File: src/rtl/message_read_cntrl.sv
// Message read controller: walks stored start/end locations slot by slot and
// streams each message's bytes from the byte buffer with sop/eop framing.
module message_read_cntrl #(
   parameter int NUM_MESSAGE = 10,
   parameter int IDX_WIDTH   = 4,
   parameter int DATA_WIDTH  = 5
) (
   input  logic                  clk,
   input  logic                  rst,
   input  logic                  msg_done_i,
   output logic                  re_o,
   output logic                  read_start_o,
   output logic                  read_end_o,
   output logic [IDX_WIDTH-1:0]  loc_addr_o,
   input  logic [DATA_WIDTH-1:0] start_i,
   input  logic [DATA_WIDTH-1:0] end_i,
   output logic                  buf_re_o,
   output logic [DATA_WIDTH-1:0] buf_addr_o,
   input  logic [7:0]            buf_data_i,
   output logic [7:0]            data_o,
   output logic                  valid_o,
   input  logic                  ready_i,
   output logic                  sop_o,
   output logic                  eop_o,
   output logic                  rel_valid_o,
   output logic [DATA_WIDTH-1:0] rel_addr_o,
   output logic [IDX_WIDTH-1:0]  pending_o,
   output logic                  overflow_o
);

   typedef enum logic [2:0] {
      IDLE,
      RD_START,
      RD_END,
      CAP_END,
      STREAM,
      RELEASE
   } state_t;

   localparam logic [IDX_WIDTH-1:0] LP_FULL     = IDX_WIDTH'(NUM_MESSAGE);
   localparam logic [IDX_WIDTH-1:0] LP_LAST_IDX = IDX_WIDTH'(NUM_MESSAGE - 1);

   state_t                  r_state;
   state_t                  w_next_state;

   logic [IDX_WIDTH-1:0]    r_rd_idx;
   logic [DATA_WIDTH-1:0]   r_cur;
   logic [DATA_WIDTH-1:0]   r_last;
   logic                    r_first_flag;
   logic                    r_all_issued;
   logic                    r_inflight;
   logic                    r_inflight_eop;
   logic [IDX_WIDTH-1:0]    r_pending;
   logic                    r_overflow;
   logic [7:0]              r_data;
   logic                    r_valid;
   logic                    r_sop;
   logic                    r_eop;

   logic                    w_xfer;
   logic                    w_buf_re;
   logic                    w_release;
   logic                    w_store;
   logic                    w_at_last;

   assign w_xfer    = r_valid & ready_i;
   assign w_release = (r_state == RELEASE);
   assign w_at_last = (r_cur == r_last);

   // One read in flight at most; a held byte must leave before the next read issues.
   assign w_buf_re  = (r_state == STREAM) & ~r_inflight & ~r_all_issued &
                      (~r_valid | ready_i);

   // A full slot table still accepts a new message when one is retiring this cycle.
   assign w_store   = msg_done_i & ((r_pending != LP_FULL) | w_release);

   // NOTE: every output of this block gets a default first, so no latches are inferred.
   always_comb begin
      w_next_state = r_state;
      re_o         = 1'b0;
      read_start_o = 1'b0;
      read_end_o   = 1'b0;
      rel_valid_o  = 1'b0;
      case (r_state)
         IDLE: begin
            if (r_pending != '0) w_next_state = RD_START;
         end
         RD_START: begin
            re_o         = 1'b1;
            read_start_o = 1'b1;
            w_next_state = RD_END;
         end
         RD_END: begin
            re_o         = 1'b1;
            read_end_o   = 1'b1;
            w_next_state = CAP_END;
         end
         CAP_END: begin
            w_next_state = STREAM;
         end
         STREAM: begin
            if (w_xfer && r_eop) w_next_state = RELEASE;
         end
         RELEASE: begin
            rel_valid_o  = 1'b1;
            w_next_state = IDLE;
         end
         default: w_next_state = IDLE;
      endcase
   end

   // NOTE: sequential state uses non-blocking assignments only, so every register
   // samples pre-edge values regardless of statement order.
   always_ff @(posedge clk or posedge rst) begin
      if (rst) r_state <= IDLE;
      else     r_state <= w_next_state;
   end

   always_ff @(posedge clk or posedge rst) begin
      if (rst) begin
         r_cur          <= '0;
         r_last         <= '0;
         r_first_flag   <= 1'b0;
         r_all_issued   <= 1'b0;
         r_inflight     <= 1'b0;
         r_inflight_eop <= 1'b0;
      end else begin
         if (r_state == RD_END) r_cur <= start_i;
         if (r_state == CAP_END) begin
            r_last       <= end_i;
            r_first_flag <= 1'b1;
            r_all_issued <= 1'b0;
         end
         if (w_buf_re) begin
            r_cur          <= r_cur + 1'b1;
            r_inflight     <= 1'b1;
            r_inflight_eop <= w_at_last;
            if (w_at_last) r_all_issued <= 1'b1;
         end else begin
            r_inflight     <= 1'b0;
         end
         if (w_xfer && r_sop) r_first_flag <= 1'b0;
      end
   end

   // Output byte register: loads when a read returns, holds under backpressure.
   always_ff @(posedge clk or posedge rst) begin
      if (rst) begin
         r_data  <= '0;
         r_valid <= 1'b0;
         r_sop   <= 1'b0;
         r_eop   <= 1'b0;
      end else if (r_inflight) begin
         r_data  <= buf_data_i;
         r_valid <= 1'b1;
         r_sop   <= r_first_flag;
         r_eop   <= r_inflight_eop;
      end else if (w_xfer) begin
         r_valid <= 1'b0;
         r_sop   <= 1'b0;
         r_eop   <= 1'b0;
      end
   end

   always_ff @(posedge clk or posedge rst) begin
      if (rst) begin
         r_rd_idx   <= '0;
         r_pending  <= '0;
         r_overflow <= 1'b0;
      end else begin
         if (w_release) begin
            if (r_rd_idx == LP_LAST_IDX) r_rd_idx <= '0;
            else                         r_rd_idx <= r_rd_idx + 1'b1;
         end
         case ({w_store, w_release})
            2'b10:   r_pending <= r_pending + 1'b1;
            2'b01:   r_pending <= r_pending - 1'b1;
            default: r_pending <= r_pending;
         endcase
         if (msg_done_i && (r_pending == LP_FULL) && !w_release) r_overflow <= 1'b1;
      end
   end

   assign loc_addr_o = r_rd_idx;
   assign buf_re_o   = w_buf_re;
   assign buf_addr_o = r_cur;
   assign data_o     = r_data;
   assign valid_o    = r_valid;
   assign sop_o      = r_sop;
   assign eop_o      = r_eop;
   assign rel_addr_o = w_release ? DATA_WIDTH'(r_last + 1'b1) : '0;
   assign pending_o  = r_pending;
   assign overflow_o = r_overflow;

endmodule
File: config.mk
export PLATFORM = sky130hd
export DESIGN_NAME = message_read_cntrl
export DESIGN_NICKNAME = d
export VERILOG_FILES = /design/src/rtl/message_read_cntrl.sv
export SDC_FILE = /design/constraint.sdc
export NUM_CORES = 1
export LEC_CHECK = 0
export ABC_AREA = 1
export CORE_UTILIZATION = 30
export DETAILED_ROUTE_END_ITERATION = 10
export PLACE_DENSITY = 0.56
export SETUP_SLACK_MARGIN = 0.02
export SLEW_MARGIN = 20
export SYNTH_ARGS = -nofsm -noshare
export SYNTH_HDL_FRONTEND = slang
export SYNTH_SLANG_ARGS = --single-unit
File: constraint.sdc
create_clock -name clk -period 1.8 [get_ports clk]
set_input_delay 0.18 -clock clk [delete_from_list [all_inputs] [get_ports clk]]
set_output_delay 0.18 -clock clk [all_outputs]
set_load 0.02 [all_outputs]
==> impl_metrics.env, run 1 <==
export IMPL_outcome="finished, final reports clean"
export IMPL_crit_family="flip-flops"
export IMPL_portBuffers=56
export IMPL_power_density_nw_per_um2=1834
export IMPL_grtUsageTotal_pct=14.65
export IMPL_antenna_found_initial=0
export IMPL_finalSetupTns_ps=0
export IMPL_cts_sinks=37
export IMPL_max_freq_ghz=0.6039
export IMPL_worst_slack_ps=144.0
export IMPL_r2r_start="r_state[1]$_DFFE_PP0P_"
export IMPL_r2r_end="pending_o[2]$_DFFE_PP0P_"
export IMPL_num_vias=1652
export IMPL_hold_viol=0
export IMPL_dpl_hpwl_mm=3.298
export IMPL_cts_hold_buf=0
export IMPL_vdd_ir_drop_worst_mv=0.7276
export IMPL_first_global_vias=1558
export IMPL_viasPerCell=4.477
export IMPL_grt_max_degree=38
export IMPL_final_cell_mix="nand2_1 (58), clkdlybuf4s50_1 (46), dfrtp_1 (37)"
export IMPL_stdcell_count=369
export IMPL_synth_seq_cells=37
export IMPL_final_common_cell="nand2_1"
export IMPL_synth_xor_area_share_pct=5.147
export IMPL_dpl_worst_slack_ps=-17.46
export IMPL_rsz0062_at_grt="yes"
export IMPL_wl_per_cell_um=11.90
export IMPL_synth_nets=244
export IMPL_tightest_slew_ps=475.2
export IMPL_avgSynthCellArea_um2=8.547
export IMPL_cts_htree_levels=2
export IMPL_place_gp_congestion=0.7748
export IMPL_cts_setup_buffers=0
export IMPL_critical_path_slowest_cell="dfrtp_1"
export IMPL_drtAntennaViolNets=0
export IMPL_clk_latency_ps=290
export IMPL_drt_wl_total_mm=4.391
export IMPL_coreArea_um2=5956
export IMPL_fillers=621
export IMPL_worstPathRequired_ps=1620
export IMPL_synth_top_family_by_area="simple AND/OR/NAND/NOR gates"
export IMPL_die_w_um=80.99
export IMPL_synth_cell_type_count=35
export IMPL_r2r_slack_ps=170
export IMPL_cts_tree="built"
export IMPL_critPathBufInv=1
export IMPL_dr_first_iter_drc_count=85
export IMPL_path_max_fanout=3
export IMPL_critPathKind="reg -> out"
export IMPL_synth_fa_ha_area_share_pct=2.005
export IMPL_drive_gt1_share_pct=15.31
export IMPL_area_growth_syn_to_layout_pct=45.45
export IMPL_mappedNetlistArea_um2=1872
export IMPL_synthCells=219
export IMPL_path_cells="ha_1 > or2_2 > a21oi_1 > buf_2"
export IMPL_whs_ps=306.5
export IMPL_slew_viol_final=0
export IMPL_leakagePower_nw=1.312
export IMPL_die_y_um=80.99
export IMPL_setup_viol=0
export IMPL_synth_simple_area_share_pct=24.53
export IMPL_finalCriticalPeriod_ps=1656
export IMPL_crit_path_end_kind="primary output"
export IMPL_critPathLaunch="r_last[0]$_DFFE_PP0P_"
export IMPL_initial_core_util_pct=31.43
export IMPL_synth_compound_area_share_pct=10.76
export IMPL_clk_path_buf_depth=2
export IMPL_r2r_cells=9
export IMPL_drc=0
export IMPL_period_share_pct=92.00
export IMPL_n_antenna_cell=0
export IMPL_drv_cap=0
export IMPL_yosysSeqAreaShare_pct=49.47
export IMPL_skew_ps=10.38
export IMPL_fin_nets=318
export IMPL_path_clk_slew_ps=80
export IMPL_critPathArrivalTime_ps=1480
export IMPL_timing_slew_headroom_pct=68.32
export IMPL_io_pins=57
export IMPL_yosys_warnings=0
export IMPL_critical_path_max_stage_delay_ps=390
export IMPL_fp_dieArea_um2=6559
export IMPL_worstSetupStartpointType="flop"
export IMPL_hold_class="in -> async"
export IMPL_grt_pass1_wl_mm=7.238
export IMPL_overflow=0
export IMPL_row_count=28
export IMPL_firstDrtPassIters=4
export IMPL_post_route_util_pct=45.71
export IMPL_clockRootBuffer="clkbuf_8"
export IMPL_synth_mux_area_share_pct=0.6016
export IMPL_dp_cells=361
export IMPL_cts_made_buffers=5
==> flip-flops by register name, indices dropped and copies added, names as in the netlist, 3 cells and up <==
name and flops:
r_state 3, data_o 8, loc_addr_o 4, r_last 5, pending_o 4, buf_addr_o 5
==> through the flow <==
stage	cell area [µm²]	total power [mW]
2_1_floorplan	1872	3.057
4_1_cts	2745	5.060
6_report	2723	4.993
5_1_grt	2723	5.381
3_3_place_gp	2618	4.193
3_5_place_dp	2618	4.199
==> synthesized netlist by cell type (all sizes together) <==
master | instances | area [µm²]
nor2 | 15 | 88.84
nand4 | 2 | 18.77
dfrtp | 37 | 925.9
nor3 | 4 | 36.29
clkinv | 1 | 3.750
o22ai | 2 | 12.51
xor2 | 7 | 61.31
a21oi | 9 | 48.80
nor4 | 1 | 6.260
a31oi | 2 | 12.51
inv | 30 | 115.1
buf | 3 | 17.52
nand3 | 12 | 60.06
o21bai | 1 | 7.510
or2 | 2 | 12.51
nand2 | 61 | 236.5
o2111ai | 1 | 8.760
a32oi | 1 | 8.760
o221ai | 1 | 8.760
xnor2 | 4 | 35.03
a221oi | 1 | 8.760
mux2 | 1 | 11.26
o21ai | 17 | 85.08
clkbuf | 1 | 3.750
ha | 3 | 37.54
==> kinds of logic (layout without fill, tap and decap cells) <==
family | after synthesis | after routing
buffers and inverters | 35 | 110
xor gates and xnor gates | 11 | 11
DFF | 37 | 37
AOI/OAI and AO/OA | 35 | 35
adders and majority gates | 3 | 3
and+or+nand+nor | 97 | 97
muxes | 1 | 1
==> worst max-delay path by stage <==
stage,to,slack [ps],depth (start not counted)
5_1_grt,pending_o[2]$_DFFE_PP0P_,10,10
3_3_place_gp,buf_re_o,-4,6
6_report,rel_addr_o[2],140,4
3_5_place_dp,buf_re_o,-20,6
4_1_cts,read_end_o,20,4
2_1_floorplan,pending_o[2]$_DFFE_PP0P_,180,10
==> routing by layer <==
| metal | wire, µm | GRT usage (%) |
|---|---|---|
| met5 | 0 | 0 |
| met4 | 53 | 4.821 |
| met2 | 2033 | 22.86 |
| met1 | 2062 | 19.73 |
| met3 | 241 | 3.708 |
==> worst min-delay path, delay by kind of cell <==
kind,cells,cell delay (ps)
buf+inv,3,860
==> power breakdown <==
| part | switching (mW) | total [mW] | internal [mW] | leakage (nW) |
|---|---|---|---|---|
| sequential | 0.381 | 1.60 | 1.22 | 0.458 |
| combinational | 1.36 | 2.52 | 1.15 | 0.786 |
| clock | 0.319 | 0.877 | 0.558 | 0.0687 |
| total | 2.06 | 4.99 | 2.93 | 1.31 |
==> cell type report <==
class	instances	area (µm²)	area share, %
Sequential cell	37	925.9	34.01
Multi-Input combinational cell	147	805.8	29.60
Timing Repair Buffer	71	640.6	23.53
Inverter	31	118.9	4.366
Tap cell	75	93.84	3.447
Clock buffer	5	68.82	2.528
Clock inverter	3	68.82	2.528
==> timing repair <==
item,in CTS,in global routing
pin swaps,1,0
resized for setup,12,14
setup endpoints to repair,10,9
gates cloned,0,0
No activity file was read; power rests on OpenSTA's default activity.
==> run 2, diff against run 1 <==
--- a/config.mk
+++ b/config.mk
@@ -8,7 +8,7 @@
 export ABC_AREA = 1
 export CORE_UTILIZATION = 30
 export DETAILED_ROUTE_END_ITERATION = 10
-export PLACE_DENSITY = 0.56
+export PLACE_DENSITY = 0.55
 export SETUP_SLACK_MARGIN = 0.02
 export SLEW_MARGIN = 20
 export SYNTH_ARGS = -nofsm -noshare
==> impl_metrics.env, run 2 (synthesized netlist as in run 1, its figures left out) <==
export IMPL_num_vias=1657
export IMPL_overflow=0
export IMPL_r2r_cells=11
export IMPL_clockRootBuffer="clkbuf_8"
export IMPL_crit_path_end_kind="flop"
export IMPL_portBuffers=56
export IMPL_coreArea_um2=5956
export IMPL_path_cells="nand2_2 > nor2_8 > buf_6 > nand3_2 > nand2_2 > inv_2 > ha_1 > inv_1 > nand2_1 > xor2_1 > o21ai_1"
export IMPL_clk_latency_ps=290
export IMPL_r2r_slack_ps=160
export IMPL_rsz0062_at_grt="no"
export IMPL_clk_path_buf_depth=2
export IMPL_cts_made_buffers=5
export IMPL_cpMostUsedCell="nand2_2"
export IMPL_worstPathRequired_ps=1970
export IMPL_critical_path_slowest_cell="dfrtp_1"
export IMPL_finalSetupTns_ps=0
export IMPL_r2r_end="pending_o[2]$_DFFE_PP0P_"
export IMPL_outcome="finished, final reports clean"
export IMPL_fillers=621
export IMPL_dpl_hpwl_mm=3.344
export IMPL_slew_viol_final=0
export IMPL_finalCriticalPeriod_ps=1645
export IMPL_final_common_cell="nand2_1"
export IMPL_critPathBufInv=3
export IMPL_cts_tree="built"
export IMPL_hold_viol=0
export IMPL_vdd_ir_drop_worst_mv=0.6773
export IMPL_hold_class="in -> async"
export IMPL_drt_wl_total_mm=4.414
export IMPL_dr_first_iter_drc_count=79
export IMPL_multi_input_area_um2=820.8
export IMPL_critical_path_max_stage_delay_ps=410
export IMPL_first_global_vias=1563
export IMPL_r2r_start="r_state[2]$_DFFE_PP0P_"
export IMPL_critPathKind="reg -> reg"
export IMPL_firstDrtPassIters=4
export IMPL_drc=0
export IMPL_crit_family="simple AND/OR/NAND/NOR gates"
export IMPL_place_gp_congestion=0.7671
export IMPL_path_clk_slew_ps=70
export IMPL_drive_gt1_share_pct=16.33
export IMPL_initial_core_util_pct=31.43
export IMPL_setup_viol=0
export IMPL_leakagePower_nw=1.308
export IMPL_path_max_fanout=6
export IMPL_tightest_slew_ps=481.1
export IMPL_area_growth_syn_to_layout_pct=44.05
export IMPL_fp_dieArea_um2=6559
export IMPL_worstSetupStartpointType="flop"
export IMPL_fin_nets=319
export IMPL_grt_max_degree=38
export IMPL_wl_per_cell_um=11.96
export IMPL_io_pins=57
export IMPL_timing_slew_headroom_pct=67.93
export IMPL_power_density_nw_per_um2=1752
export IMPL_row_count=28
export IMPL_cts_sinks=37
export IMPL_n_antenna_cell=0
export IMPL_drv_cap=0
export IMPL_die_w_um=80.99
export IMPL_cts_htree_levels=2
export IMPL_period_share_pct=91.37
export IMPL_grt_pass1_wl_mm=7.314
export IMPL_viasPerCell=4.491
export IMPL_skew_ps=6.501
export IMPL_critPathArrivalTime_ps=1810
export IMPL_largest_reg_flops=8
export IMPL_max_freq_ghz=0.6080
export IMPL_antenna_found_initial=0
export IMPL_register_area_um2=927.1
export IMPL_grtUsageTotal_pct=14.73
export IMPL_die_y_um=80.99
export IMPL_whs_ps=306.2
export IMPL_final_cell_mix="nand2_1 (56), clkdlybuf4s50_1 (46), dfrtp_1 (36)"
export IMPL_drtAntennaViolNets=0
[run 2: tightest hold or removal path, cell delays in order]
cell and delay [ps]:
clkdlybuf4s50_1 390, inv_1 50, buf_4 410
[run 2: repair_timing]
action / in CTS / in global routing
endpoints found under the setup margin: 10 / 7
pin swaps: 1 / 2
gates resized for setup: 12 / 18
hold buffers: 0 / 0
buffers inserted: 0 / 1
[run 2: worst max-delay path by stage]
stage / slack (ps) / startpoint / cells past startpoint / to
2_1_floorplan: 180 / r_state[0]$_DFFE_PP0P_ / 10 / pending_o[2]$_DFFE_PP0P_
3_3_place_gp: 9 / r_last[0]$_DFFE_PP0P_ / 4 / rel_addr_o[2]
3_5_place_dp: 0.5 / r_last[0]$_DFFE_PP0P_ / 4 / rel_addr_o[2]
4_1_cts: 30 / r_last[0]$_DFFE_PP0P_ / 4 / rel_addr_o[2]
5_1_grt: 30 / r_state[2]$_DFFE_PP0P_ / 11 / pending_o[2]$_DFFE_PP0P_
6_report: 160 / r_state[2]$_DFFE_PP0P_ / 11 / pending_o[2]$_DFFE_PP0P_
[run 2: power by group]
group | internal (mW) | switching [mW]
Combinational | 1.17 | 1.37
Clock | 0.304 | 0.281
Sequential | 1.22 | 0.379
Total | 2.69 | 2.03
[run 2: stage by stage]
step | total power, mW | setup WS (ps) | util, % | cells | area, µm²
3_3_place_gp | 4.196 | 8.755 | 43.95 | 361 | 2618
5_1_grt | 5.115 | 30.69 | 45.27 | 369 | 2696
2_1_floorplan | 3.057 | 182.7 | - | 219 | 1872
3_5_place_dp | 4.202 | 0.4950 | 43.95 | 361 | 2618
6_report | 4.723 | 155.3 | 45.27 | 369 | 2696
4_1_cts | 4.770 | 27.19 | 45.23 | 368 | 2694
[run 2: cell type report]
class / instances / share of cell area [%]
sequential: 37 / 34.39
timing repair buffer: 72 / 24.08
inverter: 31 / 4.408
tap: 75 / 3.480
multi-input combinational: 147 / 30.44
clock buffer: 7 / 3.202
[run 2: metal layers]
metal | vias to the layer above | wire length [µm] | track usage (%) | share of wire (%)
met5 | - | 0 | 0 | 0
met4 | 0 | 47 | 5.893 | 1.1
met3 | 4 | 191 | 3.708 | 4.3
met2 | 34 | 2072 | 23.95 | 47
met1 | 764 | 2102 | 18.64 | 48
li1 | 855 | - | - | -
==> run 3, diff against run 2 <==
--- a/config.mk
+++ b/config.mk
@@ -8,7 +8,8 @@
 export ABC_AREA = 1
 export CORE_UTILIZATION = 30
 export DETAILED_ROUTE_END_ITERATION = 10
-export PLACE_DENSITY = 0.55
+export DONT_BUFFER_PORTS = 1
+export PLACE_DENSITY = 0.44
 export SETUP_SLACK_MARGIN = 0.02
 export SLEW_MARGIN = 20
 export SYNTH_ARGS = -nofsm -noshare
==> impl_metrics.env, run 3 (synthesized netlist as in run 1, its figures left out) <==
export IMPL_outcome="finished, final reports clean"
export IMPL_dp_cells=308
export IMPL_path_clk_slew_ps=80
export IMPL_first_global_vias=1598
export IMPL_antenna_found_initial=0
export IMPL_wl_per_cell_um=13.71
export IMPL_power_density_nw_per_um2=1833
export IMPL_slew_viol_final=0
export IMPL_max_freq_ghz=0.5942
export IMPL_grtUsageTotal_pct=15.56
export IMPL_leakagePower_nw=1.149
export IMPL_num_vias=1532
export IMPL_overflow=0
export IMPL_drt_wl_total_mm=4.567
export IMPL_path_max_fanout=5
export IMPL_clockRootBuffer="clkbuf_8"
export IMPL_top_usage_layer="met2"
export IMPL_grt_max_degree=38
export IMPL_stdcell_count=333
export IMPL_crit_family="simple AND/OR/NAND/NOR gates"
export IMPL_portBuffers=0
export IMPL_cts_tree="built"
export IMPL_drc=0
export IMPL_setup_viol=0
export IMPL_die_w_um=80.99
export IMPL_dpl_hpwl_mm=3.294
export IMPL_largest_reg_flops=8
export IMPL_fin_nets=282
export IMPL_place_gp_congestion=0.7841
export IMPL_dr_first_iter_drc_count=64
export IMPL_clockPowerShare_pct=14.2
export IMPL_critPathKind="reg -> out"
export IMPL_internal_power_mw=2.270
export IMPL_hold_viol=0
export IMPL_sequentialPowerShare_pct=43.3
export IMPL_initial_core_util_pct=31.43
export IMPL_rsz0062_at_grt="no"
export IMPL_tightest_slew_ps=478.7
export IMPL_cts_made_buffers=5
export IMPL_critPathArrivalTime_ps=1500
export IMPL_area_growth_syn_to_layout_pct=26.27
export IMPL_fillers=614
export IMPL_clk_latency_ps=290
export IMPL_coreArea_um2=5956
export IMPL_drtAntennaViolNets=0
export IMPL_critical_path_slowest_cell="dfrtp_1"
export IMPL_switching_share_pct=47.60
export IMPL_drive_gt1_share_pct=20.54
export IMPL_critPathBufInv=2
export IMPL_viasPerCell=4.601
export IMPL_final_common_cell="nand2_1"
export IMPL_finalSetupTns_ps=0
export IMPL_met2_usage_pct=24.37
export IMPL_fp_dieArea_um2=6559
export IMPL_worstSetupStartpointType="flop"
export IMPL_critical_path_max_stage_delay_ps=410
export IMPL_die_y_um=80.99
export IMPL_cts_htree_levels=2
export IMPL_grtUsageMet3_pct=4.719
export IMPL_skew_ps=8.612
export IMPL_finalCriticalPeriod_ps=1683
export IMPL_cts_sinks=37
export IMPL_p_comb_share_pct=42.5
export IMPL_drv_cap=0
export IMPL_grt_pass1_wl_mm=7.514
export IMPL_n_antenna_cell=0
export IMPL_io_pins=57
export IMPL_period_share_pct=93.49
export IMPL_final_cell_mix="nand2_1 (58), dfrtp_1 (34), inv_1 (25)"
export IMPL_timing_slew_headroom_pct=68.09
export IMPL_path_cells="nand2_2 > nor2_8 > buf_12 > inv_4 > nor2_1"
export IMPL_clk_path_buf_depth=2
export IMPL_worstPathRequired_ps=1620
export IMPL_crit_path_end_kind="primary output"
export IMPL_vdd_ir_drop_worst_mv=0.7228
export IMPL_groute_layer_met1_usage_pct=19.94
export IMPL_hold_class="in -> reg"
export IMPL_row_count=28
export IMPL_firstDrtPassIters=4
export IMPL_p_sw_mw=2.062
## run 3: final timing paths
| kind | startpoint | end | slack (ps) | cells after the start |
|---|---|---|---|---|
| worst max register to register | r_state[2]$_DFFE_PP0P_ | pending_o[2]$_DFFE_PP0P_ | 220 | 10 |
| worst min-delay path | msg_done_i | overflow_o$_DFFE_PP0P_ | 20 | 2 |
| max in group asynchronous | rst | r_state[0]$_DFFE_PP0P_ | 1010 | 3 |
| worst max-delay path | r_state[2]$_DFFE_PP0P_ | rel_addr_o[1] | 120 | 5 |
| min in group asynchronous | rst | loc_addr_o[2]$_DFFE_PP0N_ | 430 | 3 |
| worst min register to register | r_first_flag$_DFFE_PP0P_ | r_first_flag$_DFFE_PP0P_ | 530 | 2 |
## run 3: per-layer routing
metal,vias up,share of wire [%],wire length (µm)
li1,781,-,-
met1,696,45,2039
met2,50,46,2113
met3,5,7.9,362
met4,0,1.1,51
met5,-,0,0
## run 3: area by class of cell
type,instances,area [µm²],area share (%)
tap,75,93.84,3.970
clock inverter,3,25.02,1.059
clock buffer,5,68.82,2.912
timing repair buffer,35,309.0,13.08
sequential,37,929.6,39.33
multi-input combinational,147,818.3,34.62
inverter,31,118.9,5.029
## run 3: stage by stage
step	util, %	power [mW]	cell area, µm²	hold WS (ps)	worst slack, ps
2_1_floorplan	-	3.057	1872	292.7	182.7
3_3_place_gp	34.92	3.607	2079	234.2	166.6
3_5_place_dp	34.92	3.610	2079	227.1	120.4
4_1_cts	39.16	4.353	2332	14.58	8.811
5_1_grt	39.68	4.699	2364	30.36	17.03
6_report	39.68	4.331	2364	20.01	117.2
## run 3: power groups by stage
stage | sequential, mW | combinational [mW] | clock (mW)
global route | 1.93 | 2.09 | 0.676
global placement | 1.92 | 1.69 | 0
finish | 1.87 | 1.84 | 0.615
CTS | 1.88 | 1.83 | 0.646
detailed placement | 1.92 | 1.69 | 0
floorplan | 1.88 | 1.18 | 0
## run 3: worst reg2reg max path: cells and delay by family, from the launching register on
family | cells | cell delay (ps)
xor+xnor | 1 | 160
compound gates | 1 | 130
fa+ha+maj | 1 | 160
buf+inv | 2 | 90
flops | 1 | 410
simple gates | 5 | 570
## run 3: timing repair
item	4_1_cts	5_1_grt
gates resized for setup	3	5
setup endpoints to repair	4	4
buffers inserted	4	1
pin swaps	0	1
hold buffers	12	0
hold endpoints to repair	48	0
